File: src/rtl/if_fetch_unit_if.sv
`default_nettype none
// ---------------------------------------------------------------------------
// if_fetch_unit_if : instruction-memory request/acknowledge bus
// Rev 1.0
// ---------------------------------------------------------------------------
interface if_fetch_unit_if #(
   parameter int DATA_W = 16
);
   logic              imem_req;
   logic [DATA_W-1:0] imem_addr;
   logic              imem_ack;
   logic [DATA_W-1:0] imem_data;

   // Fetch unit side
   modport master (
      output imem_req,
      output imem_addr,
      input  imem_ack,
      input  imem_data
   );

   // Instruction memory side
   modport slave (
      input  imem_req,
      input  imem_addr,
      output imem_ack,
      output imem_data
   );
endinterface
`default_nettype wire

File: src/rtl/if_fetch_unit.sv
`default_nettype none
// ---------------------------------------------------------------------------
// if_fetch_unit : PC owner, imem req/ack fetch, one-entry buffer feeding IF/ID
// Rev 1.0
// ---------------------------------------------------------------------------
module if_fetch_unit #(
   parameter int                DATA_W   = 16,
   parameter logic [DATA_W-1:0] RESET_PC = 16'h0000
) (
   input  logic              clk,
   input  logic              rest,
   input  logic              stall_in,
   input  logic              branch_taken,
   input  logic [DATA_W-1:0] branch_target,
   if_fetch_unit_if.master   imem,
   output logic [DATA_W-1:0] instr_out,
   output logic [DATA_W-1:0] pcplus2_out,
   output logic              if_flush,
   output logic              if_freze
);

   localparam logic [DATA_W-1:0] c_pc_step = DATA_W'(2);

   typedef enum logic [1:0] {
      S_HOLD = 2'd0,
      S_REQ  = 2'd1,
      S_DROP = 2'd2
   } state_t;

   state_t            r_state,     w_state_nxt;
   logic [DATA_W-1:0] r_req_addr,  w_req_addr_nxt;
   logic [DATA_W-1:0] r_pend_addr, w_pend_addr_nxt;
   logic              r_buf_valid, w_buf_valid_nxt;
   logic [DATA_W-1:0] r_buf_instr, w_buf_instr_nxt;
   logic [DATA_W-1:0] r_buf_pc2,   w_buf_pc2_nxt;

   logic              w_consume;
   logic [DATA_W-1:0] w_req_inc;

   assign w_consume = r_buf_valid & ~stall_in & ~branch_taken;
   assign w_req_inc = r_req_addr + c_pc_step;

   assign imem.imem_req  = (r_state == S_REQ) || (r_state == S_DROP);
   assign imem.imem_addr = r_req_addr;
   assign instr_out      = r_buf_instr;
   assign pcplus2_out    = r_buf_pc2;

   // Branch always beats stall
   assign if_freze = stall_in & ~branch_taken;
   assign if_flush = branch_taken | (~stall_in & ~r_buf_valid);

   always_ff @(posedge clk or posedge rest) begin
      if (rest) begin
         r_state     <= S_HOLD;
         r_req_addr  <= RESET_PC;
         r_pend_addr <= '0;
         r_buf_valid <= 1'b0;
         r_buf_instr <= '0;
         r_buf_pc2   <= '0;
      end else begin
         r_state     <= w_state_nxt;
         r_req_addr  <= w_req_addr_nxt;
         r_pend_addr <= w_pend_addr_nxt;
         r_buf_valid <= w_buf_valid_nxt;
         r_buf_instr <= w_buf_instr_nxt;
         r_buf_pc2   <= w_buf_pc2_nxt;
      end
   end

   always_comb begin
      w_state_nxt     = r_state;
      w_req_addr_nxt  = r_req_addr;
      w_pend_addr_nxt = r_pend_addr;
      w_buf_valid_nxt = r_buf_valid;
      w_buf_instr_nxt = r_buf_instr;
      w_buf_pc2_nxt   = r_buf_pc2;

      case (r_state)
         S_HOLD: begin
            if (branch_taken) begin
               w_buf_valid_nxt = 1'b0;
               w_req_addr_nxt  = branch_target;
               w_state_nxt     = S_REQ;
            end else if (!r_buf_valid || w_consume) begin
               w_buf_valid_nxt = 1'b0;
               w_state_nxt     = S_REQ;
            end
         end

         S_REQ: begin
            if (branch_taken && imem.imem_ack) begin
               w_buf_valid_nxt = 1'b0;
               w_req_addr_nxt  = branch_target;
            end else if (branch_taken) begin
               // Address must stay stable until the in-flight ack returns
               w_buf_valid_nxt = 1'b0;
               w_pend_addr_nxt = branch_target;
               w_state_nxt     = S_DROP;
            end else if (imem.imem_ack) begin
               w_buf_instr_nxt = imem.imem_data;
               w_buf_pc2_nxt   = w_req_inc;
               w_req_addr_nxt  = w_req_inc;
               w_buf_valid_nxt = 1'b1;
               w_state_nxt     = S_HOLD;
            end
         end

         S_DROP: begin
            if (branch_taken) begin
               w_pend_addr_nxt = branch_target;
            end
            if (imem.imem_ack) begin
               w_req_addr_nxt = branch_taken ? branch_target : r_pend_addr;
               w_state_nxt    = S_REQ;
            end
         end

         default: begin
            w_state_nxt = S_HOLD;
         end
      endcase
   end

endmodule
`default_nettype wire

File: src/flat_wrapper.sv
// flat-port wrapper written by rule: the top's interface ports become plain ports
module if_fetch_unit_flat 
#(
   parameter int                DATA_W   = 16,
   parameter logic [DATA_W-1:0] RESET_PC = 16'h0000
)
  (clk, rest, stall_in, branch_taken, branch_target, instr_out, pcplus2_out, if_flush, if_freze, imem_imem_req, imem_imem_addr, imem_imem_ack, imem_imem_data);
  if_fetch_unit_if #(.DATA_W(DATA_W)) imem_i ();
  input  logic clk;
  input  logic rest;
  input  logic stall_in;
  input  logic branch_taken;
  input  logic [DATA_W-1:0] branch_target;
  output logic [DATA_W-1:0] instr_out;
  output logic [DATA_W-1:0] pcplus2_out;
  output logic if_flush;
  output logic if_freze;
  output wire logic [$bits(imem_i.imem_req)-1:0] imem_imem_req;
  output wire logic [$bits(imem_i.imem_addr)-1:0] imem_imem_addr;
  input wire logic [$bits(imem_i.imem_ack)-1:0] imem_imem_ack;
  input wire logic [$bits(imem_i.imem_data)-1:0] imem_imem_data;
  assign imem_imem_req = imem_i.imem_req;
  assign imem_imem_addr = imem_i.imem_addr;
  assign imem_i.imem_ack = imem_imem_ack;
  assign imem_i.imem_data = imem_imem_data;
  if_fetch_unit #(.DATA_W(DATA_W), .RESET_PC(RESET_PC)) u_core (.clk(clk), .rest(rest), .stall_in(stall_in), .branch_taken(branch_taken), .branch_target(branch_target), .imem(imem_i), .instr_out(instr_out), .pcplus2_out(pcplus2_out), .if_flush(if_flush), .if_freze(if_freze));
endmodule
File: config.mk
export PLATFORM = sky130hd
export DESIGN_NAME = if_fetch_unit_flat
export DESIGN_NICKNAME = d
export VERILOG_FILES = /design/src/rtl/if_fetch_unit_if.sv /design/src/rtl/if_fetch_unit.sv /design/src/flat_wrapper.sv
export SDC_FILE = /design/constraint.sdc
export NUM_CORES = 1
export LEC_CHECK = 0
export ABC_CLOCK_PERIOD_IN_PS = 5350
export CORE_ASPECT_RATIO = 1.5
export CORE_UTILIZATION = 45
export CTS_CLUSTER_SIZE = 16
export DETAILED_ROUTE_END_ITERATION = 8
export PLACE_DENSITY_LB_ADDON = 0.3
export SYNTH_ARGS = -nofsm -noshare
export SYNTH_HDL_FRONTEND = slang
export SYNTH_SLANG_ARGS = --single-unit
File: constraint.sdc
create_clock -name clk -period 5.35 [get_ports clk]
set_input_delay 1.605 -clock clk [delete_from_list [all_inputs] [get_ports clk]]
set_output_delay 1.605 -clock clk [all_outputs]
set_load 0.005 [all_outputs]
After elaboration in Yosys (flattened, before gate mapping)
Cells that the tools add are included.
{"block": "word_totals", "reg_bits": 67, "input_bits": 37, "out_inout_bits": 51, "word_cells": 61}
{"block": "classes", "n_addsub": 1, "eq_ne": 10, "mux": 22, "n_bitwise": 9, "reduce_logical": 13}
{"operator": "two-way mux 16 bit", "count": 7}
{"operator": "case mux 16 bit (3 select lines)", "count": 1}
{"operator": "case mux 16 bit (2 select lines)", "count": 1}
{"operator": "adder 16 x 2 -> 16 bit, second input constant", "count": 1}
{"operator": "two-way mux 2 bit", "count": 6}
{"operator": "inequality test 3 bit, second input constant", "count": 3}
{"operator": "AND reduction 4 bit", "count": 2}
{"operator": "inequality test 2 bit, second input constant", "count": 3}
{"operator": "case mux 2 bit (3 select lines)", "count": 1}
{"operator": "two-way mux 1 bit", "count": 5}
{"operator": "AND reduction 5 bit", "count": 1}
{"operator": "bitwise AND 1 bit", "count": 4}
{"operator": "inequality test 4 bit, second input constant", "count": 1}
{"operator": "inverter 1 bit", "count": 4}
{"operator": "nonzero test 2 bit", "count": 2}
{"operator": "inequality test 3 x 2 -> 1 bit, second input constant", "count": 1}
{"operator": "AND reduction 3 bit", "count": 1}
{"operator": "nonzero test 3 bit", "count": 1}
{"operator": "equality test 2 x 1 -> 1 bit, second input constant", "count": 1}
{"operator": "equality test 2 bit, second input constant", "count": 1}
{"operator": "zero test 2 bit", "count": 1}
{"operator": "logical OR 1 bit", "count": 2}
{"operator": "case mux 1 bit (2 select lines)", "count": 1}
{"operator": "AND reduction 2 bit", "count": 1}
{"operator": "3 further kinds", "count": 3}

Depth between registers and ports, before layout
Gate-level depths: netlist (run 1).
{"block": "depth", "word_depth": 7, "depth_mapped": 8, "mapped_depth_nobuf": 7}

Worst setup path before layout (run 1)
No wires, ideal clock.
{"block": "synth_timing", "kind": "input to output", "from": "input port branch_taken", "to": "output port if_flush", "arrival_time_ns": 2.105, "required_ns": 3.745, "slack_ns": 1.640, "cell_stages": 3, "n_path_buf": 2, "path_cell_list": "buf_4 buf_2 o21bai_1"}
{"block": "synth_between", "elab_chain_cells": 1}
{"element": "start: declaration", "line_no": "flat_wrapper.sv:12", "rtl": "input logic branch_taken;"}
{"element": "OR 1 bit", "line_no": "if_fetch_unit.sv:50", "rtl": "assign if_flush = branch_taken | (~stall_in & ~r_buf_valid);"}
{"element": "end: declaration", "line_no": "flat_wrapper.sv:16", "rtl": "output logic if_flush;"}
Every way passes these cells.

Final worst setup path (run 1)
{"block": "layout_timing", "from": "input port stall_in", "to": "output port if_freze"}
{"block": "layout_between", "elab_chain_cells": 1}
{"element": "start: declaration", "line_no": "flat_wrapper.sv:11", "rtl": "input logic stall_in;"}
{"element": "bitwise AND 1 bit", "line_no": "if_fetch_unit.sv:49", "rtl": "assign if_freze = stall_in & ~branch_taken;"}
{"element": "end: declaration", "line_no": "flat_wrapper.sv:17", "rtl": "output logic if_freze;"}
Every way passes these cells.

==> flow_summary.json, run 1 <==
{
  "worst-slew-pin-transition_ps": 988.4,
  "cts.path.max_buffers": 2,
  "postRouteAntennaNets": 0,
  "drv_cap": 0,
  "cts_setup_buffers": 0,
  "drt-initial-drc-count": 200,
  "diodes": 0,
  "period_needed_ps": 4416,
  "setup_viol": 0,
  "path_class": "in2out",
  "cts_root_buf": "clkbuf_8",
  "worst_setup_path_end_kind": "primary output",
  "tns_ps": 0,
  "overflow": 0,
  "ys_seq_area_share_pct": 48.82,
  "async_flop_share_pct": 100.0,
  "synth_area_um2": 3435,
  "io_buffer_count": 87,
  "dp_hpwl_um": 5361,
  "min_from": "u_core.pcplus2_out[15]",
  "hold_depth": 2,
  "clk_latency_ps": 350,
  "skew_ps": 9.532,
  "yosys_warnings": 0,
  "met3_usage_pct": 4.159,
  "core_area_um2": 7322,
  "clock_sinks": 67,
  "fmax_mhz": 226.5,
  "cts_buffers": 9,
  "drv_slew": 0,
  "crit_path_max_fanout": 3,
  "crit_path_cell_trace": "clkdlybuf4s50_1 > nor2b_1 > clkdlybuf4s50_1",
  "drive_gt1_share_pct": 15.37,
  "grt_setup_unrepaired": "false",
  "run_status": "completed",
  "period_share_pct": 82.54,
  "ys_ff_latch": 67,
  "wl_um": 7540,
  "antenna_found_initial": 0,
  "start_util_pct": 46.91,
  "cts.hold.buffers_added": 0,
  "dr.pass1.iters": 4,
  "slew_headroom_pct": 34.01,
  "gp_congestion": 0.8691,
  "postSynthCellCount": 309,
  "crit_arrival_ps": 2810,
  "cts.clk_slew.worst_paths_ps": 70,
  "path_common_cell": "clkdlybuf4s50_1",
  "grtUsageTotal_pct": 20.35,
  "syn_nets": 351,
  "wire_per_inst_um": 15.17,
  "leakagePower_nw": 1.894,
  "power.density_nw_per_um2": 593.3,
  "r2r_cells": 7,
  "cts_tree": "built",
  "grt_max_degree": 49,
  "rr_endpoint": "u_core.imem.imem_addr[11]",
  "vdd_drop_max_uv": 314.0,
  "grt-busiest-layer": "met2",
  "reg2reg_slack_ps": 2930,
  "drc": 0,
  "num_vias": 2610,
  "hold_viol_final": 0,
  "dieHeight_um": 109.0,
  "path_delay_family": "buffers and inverters",
  "slowest_delay_ps": 530,
  "post_synth.cell_area_avg_um2": 11.12,
  "grt_use_met1_pct": 26.61,
  "synth-edff-count": 0,
  "crit_buf_inv": 2,
  "critPathRequiredTime_ps": 3740,
  "grt_pass1_vias": 2446,
  "area_growth_pct": 31.91,
  "post_dp_cell_area_um2": 4322,
  "startpoint_type": "primary input",
  "cts_resized": 0,
  "cts_max_level": 3,
  "synth_flop_cell": "dfrtp_1",
  "finalInstanceArea_um2": 4531,
  "yosysUniqueCellTypes": 54,
  "reg2reg_from": "u_core.r_state[1]",
  "rows": 38,
  "dieArea_um2": 7993,
  "io_pins": 88,
  "dieWidth_um": 73.33,
  "cp_slowest_cell": "clkdlybuf4s50_1",
  "viasPerCell": 5.252,
  "hold_path.class": "reg2reg",
  "hold_slack_ps": 482.0,
  "nets": 434,
  "grt_pass1_wl_um": 12130,
  "gr-usage-met2_pct": 31.94,
  "holdPathEnd": "u_core.pcplus2_out[15]"
}
flip-flops by register name, summed over array words and instances (netlist names):
name / count
u_core.r_state: 2
u_core.instr_out: 16
u_core.pcplus2_out: 16
u_core.imem.imem_addr: 16
u_core.r_buf_valid: 1
u_core.r_pend_addr: 16
cells in the mapped netlist, types with 2 or more instances:
library cell,instances,share of area (%)
buf_4,4,0.87
and3_1,4,0.73
clkbuf_1,2,0.22
a221o_1,2,0.58
xor2_1,2,0.51
mux2_2,22,7.2
o21ai_1,5,0.73
nand3_2,3,0.87
nor2_1,18,2.0
nand4_1,2,0.36
a211oi_1,3,0.66
mux2_4,8,3.5
o22a_1,2,0.51
buf_2,5,0.73
nand3_1,6,0.87
o21ai_0,25,3.6
o21a_1,2,0.44
a22oi_1,3,0.66
nor3_1,10,1.5
nor4_1,2,0.36
nand2_1,27,3.0
nor3_2,3,0.87
mux2_1,6,2.0
inv_1,9,0.98
buf_6,5,1.6
a221oi_1,6,1.5
o2bb2ai_1,3,0.77
xnor2_1,11,2.8
mux2i_1,5,1.5
a21oi_1,8,1.2
ha_1,5,1.8
and2_1,2,0.36
dfrtp_1,67,49
nand2_2,2,0.36
metrics by stage:
step / setup slack [ps] / utilization [%] / cells / power, W
final: 934.0 / 61.88 / 497 / 0.002688
after global routing: 895.8 / 61.88 / 497 / 0.002883
after CTS: 925.2 / 61.88 / 497 / 0.002705
after detailed placement: 923.7 / 59.02 / 481 / 0.002246
after global placement: 967.8 / 59.02 / 481 / 0.002208
after floorplan: 1640 / - / 309 / 0.001719
layer usage:
layer	wire length (µm)	up-vias	share of wire, %
met5	0	-	0
met4	206	0	2.7
met3	362	16	4.8
met2	3709	76	49
met1	3262	1236	43
li1	-	1282	-
placed cells by master (no fill, tap or decap), types with 3 or more instances in the layout:
| cell type | synthesis | final |
|---|---|---|
| a211oi_1 | 3 | 3 |
| a21oi_1 | 8 | 8 |
| a221oi_1 | 6 | 6 |
| a22oi_1 | 3 | 3 |
| and3_1 | 4 | 4 |
| clkbuf_8 | 0 | 9 |
| clkdlybuf4s50_1 | 0 | 87 |
| dfrtp_1 | 67 | 67 |
| ha_1 | 5 | 5 |
| inv_1 | 9 | 8 |
| mux2_1 | 6 | 6 |
| mux2_2 | 22 | 22 |
| mux2_4 | 8 | 8 |
| mux2i_1 | 5 | 5 |
| nand2_1 | 27 | 27 |
| nand3_1 | 6 | 6 |
| nand3_2 | 3 | 3 |
| nor2_1 | 18 | 18 |
| nor3_1 | 10 | 10 |
| nor3_2 | 3 | 3 |
| o21ai_0 | 25 | 25 |
| o21ai_1 | 5 | 5 |
| o2bb2ai_1 | 3 | 3 |
| xnor2_1 | 11 | 11 |
cell families after synthesis:
kind of cell	Yosys count	synth area share, %
mux	41	14.13
flops	67	48.82
xor+xnor	13	3.315
compound gates	70	13.95
fa+ha+maj	5	1.821
simple gates	87	13.37
buf+inv	26	4.590
report_power, final:
part / internal (W) / total, W / switching, W / leakage, nW
Clock: 0.000261 / 0.000450 / 0.000189 / 0.103
Combinational: 0.000728 / 0.00127 / 0.000545 / 0.979
Sequential: 0.000761 / 0.000965 / 0.000203 / 0.811
Total: 0.00175 / 0.00269 / 0.000938 / 1.89
worst max-delay path by stage:
stage / slack, ps / to / depth (start not counted) / from
4_1_cts: 930 / if_freze / 3 / stall_in
3_3_place_gp: 970 / if_freze / 3 / stall_in
2_1_floorplan: 1640 / if_flush / 3 / branch_taken
3_5_place_dp: 920 / if_freze / 3 / stall_in
5_1_grt: 900 / if_freze / 3 / stall_in
6_report: 930 / if_freze / 3 / stall_in
layout make-up:
type | instances | area (µm²)
Clock inverter | 5 | 77.57
Tap cell | 100 | 125.1
Multi-Input combinational cell | 216 | 1600
Sequential cell | 67 | 1677
Clock buffer | 11 | 131.4
Fill cell | 636 | 2791
Timing Repair Buffer | 89 | 885.9
Inverter | 9 | 33.78
worst reg2reg max path, delay by kind of cell, from the launching register on:
family                   cells  cell delay (ps)
adder cells (fa/ha/maj)      1              420
AO/OA/AOI/OAI                1              340
flip-flops                   1              430
buffers and inverters        1              110
AND/OR/NAND/NOR              4             1040
No activity file was read; power rests on OpenSTA's default activity.
==> inputs of run 2 (changes only) <==
- ABC_CLOCK_PERIOD_IN_PS: 5350 -> 3550
- CORE_UTILIZATION: 45 -> 44
- clock period: 5.35 -> 3.55 ns (I/O delays scaled with it)
==> run 2 against run 1 <==
Net effect: sequential cell count did not move; non-clock buffer count rose by 2; final cell count rose by 0.80%; wire length rose by 1.3%; critical endpoint unchanged; highest routed layer unchanged.
==> flow_summary.json, run 2 (synthesis results as in run 1) <==
{
  "cts_setup_buffers": 0,
  "drc": 0,
  "num_vias": 2659,
  "grt_setup_unrepaired": "false",
  "cts.clk_slew.worst_paths_ps": 50,
  "cts_max_level": 3,
  "placedCellCount": 485,
  "fin_cells": 501,
  "io_pins": 88,
  "leakagePower_nw": 1.960,
  "antenna_found_initial": 0,
  "skew_ps": 8.119,
  "worst-slew-pin-transition_ps": 543.1,
  "drv_slew": 0,
  "power.density_nw_per_um2": 929.7,
  "dieArea_um2": 8170,
  "setup_viol": 0,
  "final_cell_mix": "clkdlybuf4s50_1, dfrtp_1, nand2_1",
  "postRouteAntennaNets": 0,
  "cts.hold.buffers_added": 0,
  "dieWidth_um": 74.14,
  "period_share_pct": 93.87,
  "core_area_um2": 7564,
  "cts_tree": "built",
  "r2r_cells": 6,
  "gp_congestion": 0.8860,
  "overflow": 0,
  "utilization_pct": 61.87,
  "cts_buffers": 9,
  "grt_pass1_wl_um": 12310,
  "area_growth_pct": 36.25,
  "cts_resized": 0,
  "dr.pass1.iters": 4,
  "fmax_mhz": 300.1,
  "grtUsageTotal_pct": 20.23,
  "grt_max_degree": 48,
  "cts.path.max_buffers": 2,
  "clock_sinks": 67,
  "critPathRequiredTime_ps": 2480,
  "hold_path.class": "reg2reg",
  "nets": 436,
  "io_buffer_count": 87,
  "slew_headroom_pct": 63.79,
  "power_w": 0.004350,
  "final_common_cell": "clkdlybuf4s50_1",
  "path_class": "in2out",
  "viasPerCell": 5.307,
  "cts_root_buf": "clkbuf_16",
  "drt-initial-drc-count": 138,
  "startpoint_type": "primary input",
  "run_status": "completed",
  "drv_cap": 0,
  "drive_gt1_share_pct": 16.29,
  "diodes": 0,
  "hold_depth": 2,
  "wl_um": 7635,
  "hold_viol_final": 0,
  "rows": 39,
  "worst_setup_path_end_kind": "primary output",
  "dp_hpwl_um": 5499,
  "dieHeight_um": 110.2,
  "period_needed_ps": 3332,
  "vdd_drop_max_uv": 462.5,
  "crit_arrival_ps": 2270,
  "hold_slack_ps": 482.4,
  "crit_path_max_fanout": 3,
  "tns_ps": 0,
  "clk_latency_ps": 330,
  "wire_per_inst_um": 15.24,
  "grt_pass1_vias": 2571,
  "nFillCells": 667,
  "start_util_pct": 45.41
}
[run 2: layout make-up]
cell class	count	area, µm²	share of cell area (%)
sequential	67	1677	35.83
inverter	9	33.78	0.7219
clock buffer	10	239.0	5.107
multi-input combinational	216	1600	34.20
tap	102	127.6	2.727
timing repair buffer	91	913.4	19.52
clock inverter	6	88.84	1.898
[run 2: per-layer routing]
metal	part of all wire, %	global-route usage, %	vias up
li1	-	-	1283
met5	0	0	-
met2	51	34.48	81
met1	43	24.58	1286
met3	5.4	4.091	9
met4	1.2	8.379	0
[run 2: final timing paths]
check	start	to	slack [ps]
max	stall_in	if_freze	220
min in group asynchronous	rest	u_core.instr_out[0]	1070
min	u_core.pcplus2_out[14]	u_core.pcplus2_out[14]	480
min reg2reg	u_core.pcplus2_out[14]	u_core.pcplus2_out[14]	480
max reg2reg	u_core.r_state[1]	u_core.r_pend_addr[9]	1290
max in group asynchronous	rest	u_core.pcplus2_out[7]	1860
[run 2: stage by stage]
step                      worst slack (ps)  area, µm²
after global placement               237.7       4352
after detailed placement             210.5       4352
after floorplan                      801.8       3435
after global routing                 190.7       4679
after CTS                            209.0       4679
final                                217.6       4679
[run 2: critical path: stages]
cell,delay (ps)
clkdlybuf4s50_1,490
nor2b_1,190
clkdlybuf4s50_1,520
[run 2: where the power goes]
part	internal [W]	switching (W)
sequential	0.00115	0.000310
combinational	0.00111	0.000825
clock	0.000633	0.000324
==> inputs of run 3 (changes only) <==
- ABC_CLOCK_PERIOD_IN_PS: 3550 -> 3700
- CORE_MARGIN: not set -> 2
- CORE_UTILIZATION: 44 -> 45
- SLEW_MARGIN: not set -> 20
- clock period: 3.55 -> 3.7 ns (I/O delays scaled with it)
==> run 3 against run 2 <==
Net effect: non-clock buffer count rose by 1; first-iteration DRC count rose by 54%; core utilization rose by 0.83 points; total power fell by 1.1%; register-to-register slack improved by 140 ps; critical path type unchanged; design area rose by 0.70%; clock-buffer cell count did not move.
==> flow_summary.json, run 3 (synthesis results as in run 1) <==
{
  "run_status": "completed",
  "reg2reg_slack_ps": 1430,
  "critPathRequiredTime_ps": 2590,
  "skew_ps": 5.037,
  "dr.pass1.iters": 4,
  "grtUsageTotal_pct": 19.24,
  "vdd_drop_max_uv": 477.7,
  "viasPerCell": 5.329,
  "grt_pass1_wl_um": 12380,
  "postRouteAntennaNets": 0,
  "nFillCells": 681,
  "gp_congestion": 0.8405,
  "diodes": 0,
  "clock_sinks": 67,
  "final_common_cell": "clkdlybuf4s50_1",
  "grt_max_degree": 45,
  "final_cell_mix": "clkdlybuf4s50_1, dfrtp_1, nand2_1",
  "path_class": "in2out",
  "crit_path_max_fanout": 3,
  "hold_path.class": "reg2reg",
  "drv_slew": 0,
  "cts.clk_slew.worst_paths_ps": 50,
  "worst-slew-pin-transition_ps": 540.2,
  "fmax_mhz": 292.1,
  "leakagePower_nw": 1.979,
  "period_needed_ps": 3424,
  "cts_tree": "built",
  "worst_setup_path_end_kind": "primary output",
  "grt_setup_unrepaired": "false",
  "drive_gt1_share_pct": 16.25,
  "crit_path_start": "stall_in",
  "reg2reg_from": "u_core.r_state[1]",
  "clk_latency_ps": 330,
  "io_buffer_count": 87,
  "hold_viol_final": 0,
  "dieWidth_um": 75.33,
  "tns_ps": 0,
  "placedCellCount": 486,
  "io_pins": 88,
  "post-place-ws_ps": 280.3,
  "setup_ws_ps": 276.1,
  "period_share_pct": 92.54,
  "num_vias": 2675,
  "dieArea_um2": 8361,
  "post_dp_cell_area_um2": 4347,
  "wl_um": 7749,
  "area_growth_pct": 37.19,
  "dp_hpwl_um": 5712,
  "cts.path.max_buffers": 2,
  "drt-initial-drc-count": 213,
  "cts.hold.buffers_added": 0,
  "dieHeight_um": 111.0,
  "wire_per_inst_um": 15.44,
  "rows": 39,
  "power.density_nw_per_um2": 912.9,
  "cts_setup_buffers": 0,
  "cts_resized": 0,
  "cts_max_level": 3,
  "crit_arrival_ps": 2310,
  "overflow": 0,
  "grt_pass1_vias": 2584,
  "cts_buffers": 9,
  "cts_root_buf": "clkbuf_16",
  "core_area_um2": 7515,
  "setup_viol": 0,
  "power_w": 0.004301,
  "startpoint_type": "primary input",
  "nets": 437,
  "start_util_pct": 45.70,
  "slew_headroom_pct": 63.94,
  "drc": 0,
  "fin_cells": 502,
  "antenna_found_initial": 0,
  "min_from": "u_core.pcplus2_out[15]",
  "finalInstanceArea_um2": 4712,
  "drv_cap": 0
}
run 3: stage by stage:
step	hold WS, ps	util, %
after floorplan	473.3	-
after detailed placement	472.1	57.84
after CTS	484.5	62.70
after global routing	498.2	62.70
final	477.0	62.70
after global placement	463.4	57.84
run 3: area by class of cell:
class                   instances  area (µm²)  share of cell area [%]
flip-flops and latches         67        1677                   35.58
multi-input cells             216        1600                   33.96
repair buffers                 92       908.4                   19.28
clock buffers                  10       229.0                   4.859
clock inverters                 6       136.4                   2.894
well taps                     102       127.6                   2.708
inverters                       9       33.78                  0.7169
run 3: power breakdown:
group	switching, W	internal [W]
sequential	0.000302	0.00110
clock	0.000312	0.000728
combinational	0.000793	0.00106
total	0.00141	0.00289
run 3: final timing paths:
path                                              to  depth (start not counted)
min in group asynchronous       u_core.instr_out[10]                          2
max reg2reg                    u_core.r_pend_addr[2]                          6
max                                         if_freze                          3
min reg2reg                   u_core.pcplus2_out[15]                          2
max in group asynchronous  u_core.imem.imem_addr[10]                          3
min                           u_core.pcplus2_out[15]                          2
run 3: metal layers:
layer / part of all wire (%) / global-route usage (%)
met5: 0 / 0
met2: 50 / 30.84
met3: 6.7 / 4.364
met4: 2.0 / 8.304
met1: 41 / 24.29
run 3: critical path, cell delays in order:
cell	delay (ps)
clkdlybuf4s50_1	490
nor2b_1	190
clkdlybuf4s50_1	520
